===== config.mk =====
export PLATFORM = sky130hd
export DESIGN_NAME = boot_sequencer_flat
export DESIGN_NICKNAME = d
export VERILOG_FILES = /design/src/rtl/boot_sequencer_if.sv /design/src/rtl/boot_sequencer.sv /design/src/flat_wrapper.sv
export SDC_FILE = /design/constraint.sdc
export NUM_CORES = 1
export LEC_CHECK = 0
export BUFFER_PORTS_ARGS = -buffer_cell sky130_fd_sc_hd__buf_2
export CAP_MARGIN = 40
export CELL_PAD_IN_SITES_DETAIL_PLACEMENT = 0
export CELL_PAD_IN_SITES_GLOBAL_PLACEMENT = 1
export CORE_AREA = 5 5 95 97
export CTS_BUF_LIST = sky130_fd_sc_hd__clkbuf_8
export CTS_CLUSTER_DIAMETER = 150
export DETAILED_ROUTE_END_ITERATION = 16
export DIE_AREA = 0 0 100 102
export GPL_TIMING_DRIVEN = 0
export PLACE_DENSITY_LB_ADDON = 0.05
export SLEW_MARGIN = 20
export SYNTH_ARGS = -nofsm -noshare
export SYNTH_HDL_FRONTEND = slang
export SYNTH_SLANG_ARGS = --single-unit

===== constraint.sdc =====
create_clock -name clk -period 3.3 [get_ports clk]
set_input_delay 0.33 -clock clk [delete_from_list [all_inputs] [get_ports clk]]
set_output_delay 0.33 -clock clk [all_outputs]
set_load 0.02 [all_outputs]

===== src/rtl/boot_sequencer_if.sv =====
// Stream-in and shared memory port bundle between the boot sequencer and its surroundings.
// master = boot sequencer side, slave = stream source / memory mux side.
interface boot_sequencer_if #(
  parameter int ADDR_WIDTH = 16,
  parameter int DATA_WIDTH = 8
);
  logic                  in_valid;
  logic [DATA_WIDTH-1:0] in_data;
  logic                  in_ready;
  logic                  mem_sel;
  logic [ADDR_WIDTH-1:0] mem_addr;
  logic [DATA_WIDTH-1:0] mem_wdata;
  logic                  mem_we;
  logic [DATA_WIDTH-1:0] mem_rdata;

  modport master (
    input  in_valid, in_data, mem_rdata,
    output in_ready, mem_sel, mem_addr, mem_wdata, mem_we
  );

  modport slave (
    output in_valid, in_data, mem_rdata,
    input  in_ready, mem_sel, mem_addr, mem_wdata, mem_we
  );
endinterface


===== src/rtl/boot_sequencer.sv =====
// Boot controller: clears the instruction region, loads a streamed image, verifies it by
// checksum readback, then hands memory to the fetcher and releases the CPU.
module boot_sequencer #(
  parameter int                    ADDR_WIDTH = 16,
  parameter int                    DATA_WIDTH = 8,
  parameter logic [ADDR_WIDTH-1:0] BASE       = 16'h0100,
  parameter int                    REGION     = 256
) (
  input  logic                  clk,
  input  logic                  reset,
  input  logic                  start,
  input  logic                  stop,
  input  logic [ADDR_WIDTH-1:0] len,
  boot_sequencer_if.master      bus,
  output logic                  cpu_reset_n,
  output logic                  trigger,
  output logic                  busy,
  output logic                  done,
  output logic                  error,
  output logic [1:0]            err_code
);
  localparam int KW = $clog2(REGION + 1);

  typedef enum logic [2:0] {
    S_IDLE, S_CLEAR, S_LOAD, S_VERIFY, S_CHECK, S_RELEASE, S_RUN, S_ERROR
  } state_t;

  state_t                state, state_nx;
  logic [KW-1:0]         k;
  logic [KW-1:0]         len_q;
  logic [DATA_WIDTH-1:0] wsum, rsum;
  logic                  len_bad, k_last_region, k_last_len, xfer, sum_ok;

  function automatic logic [DATA_WIDTH-1:0] sum_add(input logic [DATA_WIDTH-1:0] a,
                                                    input logic [DATA_WIDTH-1:0] b);
    return a + b;
  endfunction

  assign len_bad       = ({1'b0, len} > (ADDR_WIDTH + 1)'(REGION));
  assign k_last_region = (k == KW'(REGION - 1));
  assign k_last_len    = (k == len_q - KW'(1));
  assign xfer          = (state == S_LOAD) && bus.in_valid;
  // The last read's data arrives during CHECK, so the final compare folds it in directly.
  assign sum_ok        = (sum_add(rsum, bus.mem_rdata) == wsum);

  always_ff @(posedge clk or posedge reset) begin
    if (reset) state <= S_IDLE;
    else       state <= state_nx;
  end

  always_comb begin
    state_nx = state;
    case (state)
      S_IDLE, S_ERROR: if (start) state_nx = len_bad ? S_ERROR : S_CLEAR;
      S_CLEAR:   if (k_last_region) state_nx = (len_q == '0) ? S_RELEASE : S_LOAD;
      S_LOAD:    if (xfer && k_last_len) state_nx = S_VERIFY;
      S_VERIFY:  if (k_last_len) state_nx = S_CHECK;
      S_CHECK:   state_nx = sum_ok ? S_RELEASE : S_ERROR;
      S_RELEASE: state_nx = S_RUN;
      S_RUN:     if (stop) state_nx = S_IDLE;
      default:   state_nx = S_IDLE;
    endcase
  end

  always_ff @(posedge clk or posedge reset) begin
    if (reset) begin
      k        <= '0;
      len_q    <= '0;
      wsum     <= '0;
      rsum     <= '0;
      err_code <= 2'b00;
    end else begin
      case (state)
        S_IDLE, S_ERROR: begin
          if (start) begin
            len_q    <= KW'(len);
            k        <= '0;
            wsum     <= '0;
            rsum     <= '0;
            err_code <= len_bad ? 2'b01 : 2'b00;
          end
        end
        S_CLEAR: k <= k_last_region ? '0 : k + KW'(1);
        S_LOAD: begin
          if (xfer) begin
            wsum <= sum_add(wsum, bus.in_data);
            k    <= k_last_len ? '0 : k + KW'(1);
          end
        end
        S_VERIFY: begin
          // No read was issued in the cycle before the first VERIFY cycle.
          if (k != '0) rsum <= sum_add(rsum, bus.mem_rdata);
          k <= k + KW'(1);
        end
        S_CHECK: begin
          rsum <= sum_add(rsum, bus.mem_rdata);
          if (!sum_ok) err_code <= 2'b10;
        end
        default: ;
      endcase
    end
  end

  always_comb begin
    bus.in_ready  = 1'b0;
    bus.mem_sel   = 1'b1;
    bus.mem_addr  = '0;
    bus.mem_wdata = '0;
    bus.mem_we    = 1'b0;
    cpu_reset_n   = 1'b0;
    trigger       = 1'b0;
    busy          = 1'b0;
    done          = 1'b0;
    error         = 1'b0;
    case (state)
      S_CLEAR: begin
        busy         = 1'b1;
        bus.mem_addr = BASE + ADDR_WIDTH'(k);
        bus.mem_we   = 1'b1;
      end
      S_LOAD: begin
        busy          = 1'b1;
        bus.in_ready  = 1'b1;
        bus.mem_addr  = BASE + ADDR_WIDTH'(k);
        bus.mem_wdata = bus.in_data;
        bus.mem_we    = bus.in_valid;
      end
      S_VERIFY: begin
        busy         = 1'b1;
        bus.mem_addr = BASE + ADDR_WIDTH'(k);
      end
      S_CHECK: busy = 1'b1;
      S_RELEASE: begin
        busy        = 1'b1;
        bus.mem_sel = 1'b0;
        cpu_reset_n = 1'b1;
        trigger     = 1'b1;
      end
      S_RUN: begin
        bus.mem_sel = 1'b0;
        cpu_reset_n = 1'b1;
        done        = 1'b1;
      end
      S_ERROR: error = 1'b1;
      default: ;
    endcase
  end
endmodule


===== src/flat_wrapper.sv =====
// flat-port wrapper written by rule: the top's interface ports become plain ports
module boot_sequencer_flat 
#(
  parameter int                    ADDR_WIDTH = 16,
  parameter int                    DATA_WIDTH = 8,
  parameter logic [ADDR_WIDTH-1:0] BASE       = 16'h0100,
  parameter int                    REGION     = 256
)
  (clk, reset, start, stop, len, cpu_reset_n, trigger, busy, done, error, err_code, bus_in_valid, bus_in_data, bus_mem_rdata, bus_in_ready, bus_mem_sel, bus_mem_addr, bus_mem_wdata, bus_mem_we);
  boot_sequencer_if #(.ADDR_WIDTH(ADDR_WIDTH), .DATA_WIDTH(DATA_WIDTH)) bus_i ();
  input  logic clk;
  input  logic reset;
  input  logic start;
  input  logic stop;
  input  logic [ADDR_WIDTH-1:0] len;
  output logic cpu_reset_n;
  output logic trigger;
  output logic busy;
  output logic done;
  output logic error;
  output logic [1:0] err_code;
  input wire logic [$bits(bus_i.in_valid)-1:0] bus_in_valid;
  input wire logic [$bits(bus_i.in_data)-1:0] bus_in_data;
  input wire logic [$bits(bus_i.mem_rdata)-1:0] bus_mem_rdata;
  output wire logic [$bits(bus_i.in_ready)-1:0] bus_in_ready;
  output wire logic [$bits(bus_i.mem_sel)-1:0] bus_mem_sel;
  output wire logic [$bits(bus_i.mem_addr)-1:0] bus_mem_addr;
  output wire logic [$bits(bus_i.mem_wdata)-1:0] bus_mem_wdata;
  output wire logic [$bits(bus_i.mem_we)-1:0] bus_mem_we;
  assign bus_i.in_valid = bus_in_valid;
  assign bus_i.in_data = bus_in_data;
  assign bus_i.mem_rdata = bus_mem_rdata;
  assign bus_in_ready = bus_i.in_ready;
  assign bus_mem_sel = bus_i.mem_sel;
  assign bus_mem_addr = bus_i.mem_addr;
  assign bus_mem_wdata = bus_i.mem_wdata;
  assign bus_mem_we = bus_i.mem_we;
  boot_sequencer #(.ADDR_WIDTH(ADDR_WIDTH), .DATA_WIDTH(DATA_WIDTH), .BASE(BASE), .REGION(REGION)) u_core (.clk(clk), .reset(reset), .start(start), .stop(stop), .len(len), .bus(bus_i), .cpu_reset_n(cpu_reset_n), .trigger(trigger), .busy(busy), .done(done), .error(error), .err_code(err_code));
endmodule

==> out/qor.yml, run 1 <==
status: "finished clean"
postCtsSetupRepairBufs: 0
timing.rr.end: "u_core.state[1]"
async_reset_ff_frac: 1.000
syn_area_per_cell_um2: 8.719
fin_nets: 514
hold_viol_final: 0
postRouteWirelength_mm: 8.664
coreArea_um2: 8051
tns_ns: 0
fp.dieH_um: 102
yosys.area.top_type_share: 0.2969
tightest_slew_ns: 0.7497
power_frac_clock: 0.240
start_util: 0.4082
grt_pass1_wl_mm: 14.30
yosysWarnings: 0
netlist_area_um2: 3287
cp_max_fo: 3
max_freq_ghz: 0.3326
vdd_drop_max_v: 0.0002107
antenna_cells: 0
cp.arrival_ns: 3.17
drt_iter0_markers: 58
seqPwrFrac: 0.329
via_count: 2986
synth_top_area_cell: "dfrtp_1"
criticalPathCategory: "flip-flop to flip-flop"
via_per_inst: 5.313
routedWlPerCell_um: 15.42
post-route-min-period_ns: 3.007
synthDistinctLibCells: 66
port-buffer-count: 63
ant_nets: 0
slew_headroom: 0.4939
clkTransAtPathRegs_ns: 0.09
p_leak_nw: 1.937
worstSetupStartpoint: "u_core.rsum[0]"
gp_congestion: 0.8362
layout_worst_path_cycle_share: 0.9112
nFillCells: 833
drive_above_1_share: 0.2254
dpl.hpwl_mm: 6.890
drv_slew: 0
syn2layout_area_growth_pct: 19.76
setup_viol: 0
hold_slack_ns: 0.08186
comb_power_share: 0.431
p_sw_frac: 0.3721
dieArea_um2: 10200
p_sw_uw: 762.5
first_pass_iters: 4
synth_top_flop_cell: "dfrtp_1"
ios: 71
power_mw: 2.050
ff2ff_setup_slack_ns: 0.29
yosysSeqAreaShare: 0.2969
cts_hold_buf: 0
grt_pass1_vias: 2934
endpoint_kind: "flip-flop"
cts_buffers: 5
synth-seq-cells: 39
start_kind: "flip-flop"
synth_edf_count: 0
die_w_um: 100
worst_ep_required_time_ns: 3.46
htree_levels: 2
cts-root-buf: "clkbuf_8"
cts.sink_count: 39
powerDensity_nw_per_um2: 520.7
drc: 0
fin_skew_ns: 0.005008
hold_path_class: "input pin to asynchronous set/reset pin"
reg2regPathDepth: 10
clock_latency_ns: 0.30
synth_cells: 377
endpoint: "u_core.state[1]"
internal_power_mw: 1.287
rsz0062_at_grt: "no"
cts_buffer_depth: 2
overflow: 0
yosys-top-cells-area: "dfrtp_1 30%, ha_1 7.2%, xnor2_1 5.3%, mux2_2 3.8%, and2_1 3.4%"
num_rows: 33
grt_max_degree: 23
cts_tree: "built"
cts.repair.resized: 0
grt_usage: 0.1737
reg2reg_from: "u_core.rsum[0]"
antenna_found_initial: 0
cap_violations: 0
-- power groups by stage --
stage,sequential [mW],combinational (mW),clock [mW]
3_5_place_dp,0.687,0.890,0
6_report,0.675,0.883,0.492
4_1_cts,0.678,0.895,0.501
5_1_grt,0.692,0.995,0.520
3_3_place_gp,0.684,0.869,0
2_1_floorplan,0.646,0.706,0
-- logic make-up (layout without fill, tap and decap cells) --
kind of cell    after synthesis  in the layout  share of synthesized area
flops                        39             39                     0.2969
buf+inv                      45            120                    0.06090
compound gates               97             97                     0.2139
fa+ha+maj                    21             21                    0.08451
simple gates                130            130                     0.2113
xor+xnor                     29             29                    0.08146
other cells                   1              6                   0.001141
mux                          15             15                    0.04987
-- cell type report --
class / count / area, um^2 / share of cell area
multi-input cells: 298 / 2130 / 0.5410
flip-flops and latches: 39 / 975.9 / 0.2479
repair buffers: 67 / 362.8 / 0.09218
well taps: 105 / 131.4 / 0.03338
plain buffers: 24 / 121.4 / 0.03083
inverters: 21 / 78.83 / 0.02003
clock buffers: 5 / 68.82 / 0.01748
clock inverters: 3 / 67.56 / 0.01716
-- metrics by stage --
step                      setup slack, ns  area [um^2]  utilization  cells
after floorplan                    0.6554         3306            -    382
after global placement             0.1619         3752       0.4660    550
after detailed placement           0.2043         3792       0.4710    553
after CTS                          0.2300         3929       0.4880    561
after global routing              0.03072         3936       0.4889    562
final                              0.2932         3936       0.4889    562
-- metal layers --
layer,vias up,global-route usage,share of wire
met4,0,0.03731,0.0083
met2,58,0.3150,0.51
met3,7,0.02253,0.034
li1,1504,-,-
met1,1417,0.2217,0.45
met5,-,0,0
-- cells in the mapped netlist, drive strengths merged, types with 2 or more instances --
| library cell | number |
|---|---|
| dfrtp | 39 |
| nand2 | 28 |
| a21oi | 22 |
| inv | 21 |
| nor2 | 21 |
| xnor2 | 20 |
| ha | 19 |
| nor3 | 19 |
| and2 | 18 |
| clkbuf | 15 |
| o21ai | 15 |
| mux2 | 11 |
| a22o | 10 |
| buf | 9 |
| nor2b | 9 |
| a21o | 8 |
| xor2 | 8 |
| nand3 | 7 |
| and3 | 6 |
| nor4 | 5 |
| a211o | 4 |
| mux2i | 4 |
| o21a | 4 |
| o311ai | 4 |
| o31ai | 4 |
| a31oi | 3 |
| nand2b | 3 |
| nor4b | 3 |
| o2111ai | 3 |
| o22ai | 3 |
| a211oi | 2 |
| a221oi | 2 |
| fa | 2 |
| o211ai | 2 |
| or2 | 2 |
-- how the worst min path moves through the flow --
stage / end / cells past startpoint / slack, ns / start
3_3_place_gp: u_core.err_code[1] / 2 / 0.46 / u_core.err_code[1]
3_5_place_dp: u_core.wsum[0] / 2 / 0.43 / reset
4_1_cts: u_core.wsum[0] / 2 / 0.10 / reset
2_1_floorplan: u_core.rsum[6] / 2 / 0.45 / u_core.rsum[6]
5_1_grt: u_core.len_q[2] / 2 / 0.13 / reset
6_report: u_core.wsum[0] / 2 / 0.08 / reset
-- state kept, by name (all words and copies together), names as in the netlist --
name	cells
u_core.wsum	8
u_core.len_q	9
u_core.state	3
u_core.rsum	8
u_core.k	9
u_core.err_code	2
-- cell usage in the layout (no fill, tap or decap), drive strengths merged, types with 2 or more instances in the layout --
cell	n
a31oi	3
xor2	8
nor3	19
and2	18
a211oi	2
fa	2
inv	21
a211o	4
a22o	10
o22ai	3
buf	75
clkbuf	21
and3	6
nor2b	9
nand2	28
o311ai	4
mux2	11
o21ai	15
xnor2	20
conb	6
nand2b	3
o21a	4
o31ai	4
or2	2
o211ai	2
bufinv	2
o2111ai	3
dfrtp	39
a21o	8
nand3	7
mux2i	4
nor4b	3
a221oi	2
ha	19
a21oi	22
nor4	5
nor2	21
-- worst max-delay path, cell delays in order (launching register included) --
cell and delay, ns:
dfrtp_1 0.35, ha_1 0.17, inv_1 0.06, fa_1 0.42, xnor3_1 0.36, a2111o_1 0.29, a221oi_1 0.21, o311ai_0 0.19
a31o_2 0.27, o311ai_1 0.41, o21ai_0 0.14
No activity file was read; power rests on OpenSTA's default activity.
==> run 2: changes to the inputs <==
--- a/config.mk
+++ b/config.mk
@@ -5,15 +5,15 @@
 export SDC_FILE = /design/constraint.sdc
 export NUM_CORES = 1
 export LEC_CHECK = 0
-export BUFFER_PORTS_ARGS = -buffer_cell sky130_fd_sc_hd__buf_2
 export CAP_MARGIN = 40
 export CELL_PAD_IN_SITES_DETAIL_PLACEMENT = 0
 export CELL_PAD_IN_SITES_GLOBAL_PLACEMENT = 1
-export CORE_AREA = 5 5 95 97
+export CORE_AREA = 5 5 88 90
 export CTS_BUF_LIST = sky130_fd_sc_hd__clkbuf_8
 export CTS_CLUSTER_DIAMETER = 150
 export DETAILED_ROUTE_END_ITERATION = 16
-export DIE_AREA = 0 0 100 102
+export DIE_AREA = 0 0 93 95
+export DONT_BUFFER_PORTS = 1
 export GPL_TIMING_DRIVEN = 0
 export PLACE_DENSITY_LB_ADDON = 0.05
 export SLEW_MARGIN = 20
==> constraint.sdc (replaced) <==
create_clock -name clk -period 3.3 [get_ports clk]
set_input_delay 0.165 -clock clk [delete_from_list [all_inputs] [get_ports clk]]
set_output_delay 0.165 -clock clk [all_outputs]
set_load 0.02 [all_outputs]
==> run 2 against run 1 <==
Net effect: utilization rose by 2.1 points; first-iteration DRC count rose to 2.6 times the previous value; sequential share of layout area rose by 2.6 points; global-route usage rose by 2.1 points; count of clock-buffer cells in the layout rose by 1; register-to-register slack got worse by 0.04 ns; sequential cell count did not move; non-clock buffer count fell by 61.
==> out/qor.yml, run 2 (synthesis results as in run 1) <==
powerDensity_nw_per_um2: 515.8  # was 520.7 nW/um^2
final_area_um2: 3561  # was 3936 um^2
worst_ep_required_time_ns: 3.45  # was 3.46 ns
hold_slack_ns: 0.01717  # was 0.08186 ns
layout_common_cells: "39 x dfrtp_1, 28 x nand2_1, 22 x a21oi_1, 21 x nor2_1"  # was 65 x buf_2, 39 x dfrtp_1, 28 x nand2_1, 22 x a21oi_1, 21 x nor2_1
drv_slew: 0  # unchanged
p_leak_nw: 1.673  # was 1.937 nW
cts_buffer_depth: 2  # unchanged
slew_headroom: 0.4784  # was 0.4939
fin_skew_ns: 0.005687  # was 0.005008 ns
layout_worst_path_cycle_share: 0.9233  # was 0.9112
cts_buffers: 5  # unchanged
final_cells: 477  # was 562
post-route-min-period_ns: 3.047  # was 3.007 ns
clock_latency_ns: 0.29  # was 0.30 ns
ios: 71  # unchanged
fp.dieH_um: 95  # was 102 um
hold_path_class: "input pin to flip-flop"  # was input pin to asynchronous set/reset pin
syn2layout_area_growth_pct: 8.337  # was 19.76%
cts.sink_count: 39  # unchanged
seq_area_um2: 975.9  # unchanged
via_count: 2769  # was 2986
antenna_cells: 0  # unchanged
postCtsSetupRepairBufs: 0  # unchanged
num_rows: 31  # was 33
port-buffer-count: 0  # was 63
reg_top3: "u_core.k x9, u_core.len_q x9"  # unchanged
grt_pass1_wl_mm: 13.54  # was 14.30 mm
fin_nets: 453  # was 514
start_util: 0.4708  # was 0.4082
gp_congestion: 0.8848  # was 0.8362
clkTransAtPathRegs_ns: 0.08  # was 0.09 ns
ant_nets: 0  # unchanged
cp.arrival_ns: 3.20  # was 3.17 ns
vdd_drop_max_v: 0.0003057  # was 0.0002107 V
final_util: 0.5100  # was 0.4889
setup_viol: 0  # unchanged
drive_above_1_share: 0.1013  # was 0.2254
timing.final.ws_setup_ns: 0.2530  # was 0.2932 ns
cts-root-buf: "clkbuf_8"  # unchanged
start_kind: "flip-flop"  # unchanged
cts_tree: "built"  # unchanged
hold_viol_final: 0  # unchanged
via_per_inst: 5.805  # was 5.313
criticalPathCategory: "flip-flop to flip-flop"  # unchanged
antenna_found_initial: 0  # unchanged
endpoint_kind: "flip-flop"  # unchanged
tightest_slew_ns: 0.7726  # was 0.7497 ns
drc: 0  # unchanged
first_pass_iters: 4  # unchanged
cts.repair.resized: 0  # unchanged
nFillCells: 691  # was 833
dieArea_um2: 8835  # was 10200 um^2
status: "finished clean"  # unchanged
power_mw: 1.837  # was 2.050 mW
multiInputGateArea_um2: 2130  # unchanged
grt_max_degree: 22  # was 23
coreArea_um2: 6982  # was 8051 um^2
placedInstanceArea_um2: 3456  # was 3792 um^2
drt_iter0_markers: 150  # was 58
cap_violations: 0  # unchanged
cp_max_fo: 3  # unchanged
max_freq_ghz: 0.3282  # was 0.3326 GHz
postRouteWirelength_mm: 8.207  # was 8.664 mm
routedWlPerCell_um: 17.21  # was 15.42 um
die_w_um: 93  # was 100 um
final_common_cell: "dfrtp_1"  # was buf_2
dp_cells: 468  # was 553
grt_pass1_vias: 2660  # was 2934
grt_usage: 0.1949  # was 0.1737
place_ws_ns: 0.2859  # was 0.2043 ns
tns_ns: 0  # unchanged
dpl.hpwl_mm: 6.448  # was 6.890 mm
htree_levels: 2  # unchanged
rsz0062_at_grt: "no"  # unchanged
overflow: 0  # unchanged
## run 2: changes by cell type in the layout (fill, tap and decap cells not counted), sizes merged
cell and delta:
clkinvlp -1, bufinv -2, clkinv +1, clkbuf +1, buf -62, dlygate4sd3 +1
## run 2: final timing paths
kind / cells after the start / to / slack [ns] / start
worst min-delay path: 1 / u_core.len_q[0] / 0.02 / len[0]
min in group asynchronous: 2 / u_core.rsum[2] / 0.34 / reset
worst max-delay path: 10 / u_core.state[1] / 0.25 / u_core.rsum[0]
worst max register to register: 10 / u_core.state[1] / 0.25 / u_core.rsum[0]
worst min register to register: 1 / u_core.rsum[3] / 0.48 / u_core.rsum[3]
max in group asynchronous: 3 / u_core.state[1] / 2.50 / reset
## run 2: what timing repair did
item | 4_1_cts | 5_1_grt
endpoints found under the setup margin | 0 | 0
endpoints found under the hold margin | 18 | 0
hold buffers | 1 | 0
## run 2: cell type report
type	instances	share of cell area
multi-input combinational	298	0.5980
sequential	39	0.2741
buffer	24	0.03408
tap	82	0.02881
clock buffer	6	0.02319
inverter	21	0.02214
timing repair buffer	6	0.01827
clock inverter	1	0.001405
## run 2: layer usage
metal  routed length, um  global-route usage
met2                4189              0.3425
met4                  99             0.04640
met5                   0                   0
met1                3498              0.2426
met3                 419             0.04462
## run 2: power by group
group	switching, mW	internal [mW]
registers	0.110	0.565
clock network	0.176	0.164
logic	0.446	0.375
total	0.732	1.10
## run 2: worst max-delay path: stages (launching register included)
cell and delay (ns):
dfrtp_1 0.36, ha_1 0.18, inv_1 0.06, fa_1 0.43, xnor3_1 0.37, a2111o_1 0.29, a221oi_1 0.19, o311ai_0 0.19
a31o_2 0.26, o311ai_1 0.43, o21ai_0 0.15
